$ cat src/rtl/dcache_wb_pkg.sv
// Shared definitions for the write-back data cache: FSM encoding, default geometry, address field positions.
// No logic; imported by the cache top and its data array.
// Field layout of a byte address: {tag, set, word, byte_off}.
package dcache_wb_pkg;

    typedef enum logic [1:0] {
        ST_IDLE      = 2'd0,
        ST_WRITEBACK = 2'd1,
        ST_FILL      = 2'd2
    } state_t;

    localparam int DEF_LINE_ADDR_LEN = 3;
    localparam int DEF_SET_ADDR_LEN  = 3;
    localparam int ADDR_W            = 32;
    localparam int BYTE_OFF_LEN      = 2;
    localparam int WORD_LSB          = BYTE_OFF_LEN;

endpackage

$ cat src/rtl/dcache_line_mem.sv
// Cache data array: one combinational read port, one byte-enabled write port.
// Latency: read 0 cycles (async), write lands on the next rising edge.
// Backpressure: none; the owning FSM arbitrates the single write port.
module dcache_line_mem #(
    parameter int IDX_W = 6
) (
    input  logic             clk,
    input  logic [IDX_W-1:0] raddr,
    output logic [31:0]      rdata,
    input  logic             we,
    input  logic [IDX_W-1:0] waddr,
    input  logic [3:0]       wbe,
    input  logic [31:0]      wdata
);

    logic [31:0] mem [2**IDX_W];

    assign rdata = mem[raddr];

    always_ff @(posedge clk) begin
        if (we) begin
            for (int b = 0; b < 4; b++) begin
                if (wbe[b]) mem[waddr][b*8 +: 8] <= wdata[b*8 +: 8];
            end
        end
    end

endmodule

$ cat src/rtl/dcache_wb.sv
// Direct-mapped write-back/write-allocate data cache between MEM stage and a word-wide memory port.
// Latency: hit 1 cycle (registered rd_data); miss = write-back beats (if dirty) + fill beats + 1.
// Backpressure: combinational miss stalls the core; memory beats wait on mem_ack with req/addr held.
module dcache_wb
    import dcache_wb_pkg::*;
#(
    parameter int LINE_ADDR_LEN = DEF_LINE_ADDR_LEN,
    parameter int SET_ADDR_LEN  = DEF_SET_ADDR_LEN,
    parameter int TAG_ADDR_LEN  = ADDR_W - BYTE_OFF_LEN - LINE_ADDR_LEN - SET_ADDR_LEN
) (
    input  logic        clk,
    input  logic        rst,
    input  logic        rd_req,
    input  logic        wr_req,
    input  logic [31:0] addr,
    input  logic [31:0] wr_data,
    input  logic [3:0]  wr_be,
    output logic [31:0] rd_data,
    output logic        miss,
    output logic        mem_req,
    output logic        mem_we,
    output logic [31:0] mem_addr,
    output logic [31:0] mem_wdata,
    input  logic [31:0] mem_rdata,
    input  logic        mem_ack
);

    localparam int NSETS   = 1 << SET_ADDR_LEN;
    localparam int SET_LSB = WORD_LSB + LINE_ADDR_LEN;
    localparam int TAG_LSB = SET_LSB + SET_ADDR_LEN;
    localparam int IDX_W   = SET_ADDR_LEN + LINE_ADDR_LEN;

    logic [LINE_ADDR_LEN-1:0] req_word;
    logic [SET_ADDR_LEN-1:0]  req_set;
    logic [TAG_ADDR_LEN-1:0]  req_tag;
    logic                     unused_byte_off;

    assign req_word        = addr[SET_LSB-1:WORD_LSB];
    assign req_set         = addr[TAG_LSB-1:SET_LSB];
    assign req_tag         = addr[ADDR_W-1:TAG_LSB];
    assign unused_byte_off = ^addr[BYTE_OFF_LEN-1:0];

    state_t                   state, state_nxt;
    logic [LINE_ADDR_LEN-1:0] cnt, cnt_nxt;
    logic [SET_ADDR_LEN-1:0]  miss_set;
    logic [TAG_ADDR_LEN-1:0]  miss_tag;
    logic [NSETS-1:0]         valid, dirty;
    logic [TAG_ADDR_LEN-1:0]  tag_arr [NSETS];

    logic req, hit, store_hit, load_hit, start_miss, last_beat, fill_done;

    assign req        = rd_req | wr_req;
    assign hit        = (state == ST_IDLE) & req & valid[req_set] & (tag_arr[req_set] == req_tag);
    assign store_hit  = hit & wr_req;
    assign load_hit   = hit & rd_req & ~wr_req;
    assign start_miss = (state == ST_IDLE) & req & ~hit;
    assign last_beat  = (cnt == {LINE_ADDR_LEN{1'b1}});
    assign fill_done  = (state == ST_FILL) & mem_ack & last_beat;
    assign miss       = (state != ST_IDLE) | (req & ~hit);

    logic [IDX_W-1:0] lm_raddr, lm_waddr;
    logic [31:0]      lm_rdata, lm_wdata;
    logic [3:0]       lm_wbe;
    logic             lm_we;

    dcache_line_mem #(.IDX_W(IDX_W)) u_line_mem (
        .clk   (clk),
        .raddr (lm_raddr),
        .rdata (lm_rdata),
        .we    (lm_we),
        .waddr (lm_waddr),
        .wbe   (lm_wbe),
        .wdata (lm_wdata)
    );

    always_comb begin
        state_nxt = state;
        cnt_nxt   = cnt;
        mem_req   = 1'b0;
        mem_we    = 1'b0;
        mem_addr  = '0;
        mem_wdata = '0;
        lm_raddr  = {req_set, req_word};
        lm_we     = 1'b0;
        lm_waddr  = {req_set, req_word};
        lm_wbe    = wr_be;
        lm_wdata  = wr_data;
        case (state)
            ST_IDLE: begin
                lm_we = store_hit;
                if (start_miss) begin
                    cnt_nxt   = '0;
                    state_nxt = (valid[req_set] & dirty[req_set]) ? ST_WRITEBACK : ST_FILL;
                end
            end
            ST_WRITEBACK: begin
                mem_req   = 1'b1;
                mem_we    = 1'b1;
                mem_addr  = {tag_arr[miss_set], miss_set, cnt, 2'b00};
                lm_raddr  = {miss_set, cnt};
                mem_wdata = lm_rdata;
                if (mem_ack) begin
                    cnt_nxt = cnt + 1'b1;
                    if (last_beat) state_nxt = ST_FILL;
                end
            end
            ST_FILL: begin
                mem_req  = 1'b1;
                mem_addr = {miss_tag, miss_set, cnt, 2'b00};
                if (mem_ack) begin
                    cnt_nxt  = cnt + 1'b1;
                    lm_we    = 1'b1;
                    lm_waddr = {miss_set, cnt};
                    lm_wbe   = 4'hF;
                    lm_wdata = mem_rdata;
                    if (last_beat) state_nxt = ST_IDLE;
                end
            end
            default: state_nxt = ST_IDLE;
        endcase
    end

    always_ff @(posedge clk or negedge rst) begin
        if (!rst) begin
            state    <= ST_IDLE;
            cnt      <= '0;
            miss_set <= '0;
            miss_tag <= '0;
            valid    <= '0;
            dirty    <= '0;
            rd_data  <= '0;
        end else begin
            state <= state_nxt;
            cnt   <= cnt_nxt;
            // Latch the missing line so a dropped/changed request cannot redirect the burst.
            if (start_miss) begin
                miss_set <= req_set;
                miss_tag <= req_tag;
            end
            if (load_hit)  rd_data <= lm_rdata;
            if (store_hit) dirty[req_set] <= 1'b1;
            if (fill_done) begin
                valid[miss_set] <= 1'b1;
                dirty[miss_set] <= 1'b0;
            end
        end
    end

    always_ff @(posedge clk) begin
        if (fill_done) tag_arr[miss_set] <= miss_tag;
    end

endmodule

$ cat config.mk
export PLATFORM = sky130hd
export DESIGN_NAME = dcache_wb
export DESIGN_NICKNAME = d
export VERILOG_FILES = /design/src/rtl/dcache_wb_pkg.sv /design/src/rtl/dcache_line_mem.sv /design/src/rtl/dcache_wb.sv
export SDC_FILE = /design/constraint.sdc
export NUM_CORES = 2
export LEC_CHECK = 0
export BUFFER_PORTS_ARGS = -buffer_cell sky130_fd_sc_hd__buf_2
export CAP_MARGIN = 20
export CORE_UTILIZATION = 55
export DETAILED_ROUTE_END_ITERATION = 10
export GPL_TIMING_DRIVEN = 0
export PLACE_DENSITY = 0.71
export SLEW_MARGIN = 0
export SYNTH_ARGS = -nofsm -noshare
export SYNTH_HDL_FRONTEND = slang
export SYNTH_SLANG_ARGS = --single-unit
$ cat constraint.sdc
create_clock -name clk -period 7.4 [get_ports clk]
set_input_delay 2.22 -clock clk [delete_from_list [all_inputs] [get_ports clk]]
set_output_delay 2.22 -clock clk [all_outputs]
set_load 0.005 [all_outputs]
==> metrics.txt <==
full die area 170000 sq um; Overall Global Routing Usage 0.311; slowest CP cell mux4_2; final hold vios 0; largest area contributor in the netlist edfxtp_1; WP data required 5.18 ns; GR Overflow Total 0; Leak roughly 0.036 uW; Crit Path Max Fanout 10; Area Overhead vs Synth 17.4%; Cell variety after synth 52; nets 5676; Rows 150; iteration-0 DRC count of the detailed router 8436; die span in y 413 microns; synthesized area around 93000 sq um; Final Cycle Share 1.01; vias in the first global route 52400; # DRC 0; nature of the critical path endpoint primary output; Reg clk slew, reported paths about 0.06 ns; worst min-delay path category flop to flop; outcome finished, violations left; Synth top area share 0.725; worst stage delay on the critical path 0.37 ns; global-route wire length before repair 371000 microns; Post-Syn Area per Cell 18.9 sq um; First-pass DRT Iterations 8; post-route setup TNS -0.188 ns; Util after Layout 0.651; synth warn 0; register bit total from synthesis between 2000 and 2500; Pwr Density 295 nW/um^2; total power about 32000 uW; GPL Wtd Cong between 0.9 and 1; worst path bufs/invs 4; CTS buffer count 222; largest net degree at the start of global routing 53; Via density ~6.7; Area contributors post-synth edfxtp_1, mux4_2, nand2_1; FF-to-FF path depth 11; crit start category input port; share of post-route cells with drive strength above 1 0.307; initial antenna violation count 13; Slew @ Worst Pin 1.21 ns; CTS sink cnt 2320; Levels on crit path 11; Die Span X 413 microns; Max Fclk 0.134 GHz; number of routed nets with antenna violations 0; worst setup margin -0.0408 ns; H-tree levels 4; CTS Buffer Depth 3; drt total wl 264000 microns; total number of vias 53200; min cycle time layout 7.44 ns; Slew headroom 0.190; Slew Viols, Final 0; number of port buffers 195; Root Buffer clkbuf_16; Clock Skews 0.0931 ns; Fill cells 10900; CTS tree yes; placed insts 7525; Syn Inst Count a little under 5000; Core ar. roughly 170000 sq um; violated checks negative setup slack; RSZ-0062 raised after global routing true; # Max-Cap Violations 0; hold path cells 1; fin cells 7967; I/O pin cnt ~200; later-pin clock latency in the skew report between 0.8 and 0.9 ns; maximum vdd drop ~0.26 mV; wire per inst 33.2 microns; worst endpoint data arrival time roughly 5.2 ns; worst setup path category input port to primary output; critical path cell sequence buf_2 > mux2_4 > clkbuf_4 > clkbuf_4 > mux4_2 > a211oi_2 > a21oi_2 > a32oi_4 > o221ai_4 > and2_1 > buf_2; Starting Density 0.554; Top delay family on crit path compound AO/OA/AOI/OAI gates; setup violators final 9; HPWL after DPL ~180000 microns; # hold bufs at CTS 0; Seq/Total Area, Yosys 0.746
## state kept, by name (all words and copies together) (netlist names)
| signal | count |
|---|---|
| miss_set | 3 |
| tag_arr | 192 |
| miss_tag | 24 |
| u_line_mem.mem | 2048 |
| cnt | 3 |
| valid | 8 |
| state | 2 |
| rd_data | 32 |
| dirty | 8 |
## stage by stage
stage | instance area [sq um] | setup WS, ns | hold slack, ns
floorplan | 92800 | 0.499 | 0.434
global placement | 96500 | -3.46 | 0.450
detailed placement | 98900 | -2.66 | 0.452
CTS | 109000 | 0.000278 | 0.467
global route | 109000 | -0.0353 | 0.486
finish | 109000 | -0.0408 | 0.463
## layout make-up
type                            instances  area (sq um)  area share
Buffer                                323          2110      0.0194
Clock inverter                        132          1480      0.0136
Timing Repair Buffer                  431          3410      0.0313
Sequential cell                      2320         69300       0.636
Multi-Input combinational cell       2250         23900       0.219
Inverter                               18          72.6    0.000666
Antenna cell                            4          10.0   0.0000919
Clock buffer                          285          5960      0.0547
Tap cell                             2204          2760      0.0253
## repair_timing
action,in CTS,in global routing
pin swaps,30,30
setup endpoints to repair,33,32
gates resized for setup,695,94
buffers inserted,9,4
cloned,2,2
## cells in the mapped netlist (all sizes together)
cell type	n
a22oi	120
nand4	23
o41ai	8
nand3	88
conb	1
nand2b	11
mux4	536
o21ai	75
edfxtp	2240
o22a	3
xor2	3
xnor2	8
inv	18
or3	2
nor2	108
or2	1
and3	11
a31oi	5
o221ai	32
a32oi	32
nor2b	67
a22o	12
buf	135
clkbuf	191
a21oi	45
dfrtp	80
o32ai	1
a21o	1
mux2i	167
a221oi	10
o31ai	1
o22ai	5
nand3b	3
nand2	538
or4	1
mux2	68
a211oi	33
and2	44
o21a	3
nor3	175
o211ai	2
a2bb2oi	1
ha	5
## routing by layer
layer  global-route usage  vias up  part of all wire
li1                     -    21300                 -
met1                0.428    27300              0.37
met2                0.468     4024              0.46
met3               0.0885      645              0.13
met4                0.134       12             0.046
met5                    0        -           0.00033
## path summary, 6_finish.rpt
path / from / endpoint / slack [ns]
worst max-delay path: addr[3] / mem_wdata[17] / -0.04
worst min register to register: valid[7] / valid[7] / 0.46
max in group asynchronous: rst / rd_data[14] / 5.19
min in group asynchronous: rst / rd_data[31] / 1.43
worst max register to register: state[0] / u_line_mem.mem[46][27] / 1.03
worst min-delay path: valid[7] / valid[7] / 0.46
## cell usage in the layout (no fill, tap or decap), types with 28 or more instances in the layout
master / Yosys / layout
nor3_1: 174 / 153
bufinv_16: 0 / 28
o21ai_0: 71 / 39
nand3_1: 88 / 88
clkbuf_4: 0 / 35
buf_4: 9 / 131
a22oi_1: 120 / 120
clkinv_2: 0 / 45
dfrtp_1: 80 / 80
clkinv_1: 0 / 43
buf_12: 0 / 38
nand2_2: 0 / 32
mux4_2: 536 / 536
mux2i_1: 167 / 155
clkbuf_16: 0 / 232
nor2b_1: 67 / 66
nand2_1: 538 / 506
buf_2: 14 / 303
mux2_2: 61 / 60
buf_8: 0 / 34
and2_1: 43 / 42
edfxtp_1: 2240 / 2240
nor2_1: 108 / 108
clkbuf_1: 190 / 158
clkbuf_2: 1 / 52
## cell families (layout without fill, tap and decap cells)
group / after synthesis / in the layout / synth area share
AO/OA/AOI/OAI: 389 / 389 / 0.0294
XOR/XNOR: 11 / 11 / 0.00104
adder cells (fa/ha/maj): 5 / 5 / 0.000674
buffers and inverters: 344 / 1189 / 0.0146
flip-flops: 2320 / 2320 / 0.746
multiplexers: 771 / 771 / 0.156
other: 1 / 6 / 0.0000404
AND/OR/NAND/NOR: 1072 / 1072 / 0.0515
## where the power goes
part | total [uW] | internal [uW] | switching [uW]
logic | 4740 | 1340 | 3400
registers | 15800 | 15600 | 244
clock network | 11600 | 6670 | 4950
Note: power is estimated with default switching activity, not from simulation.
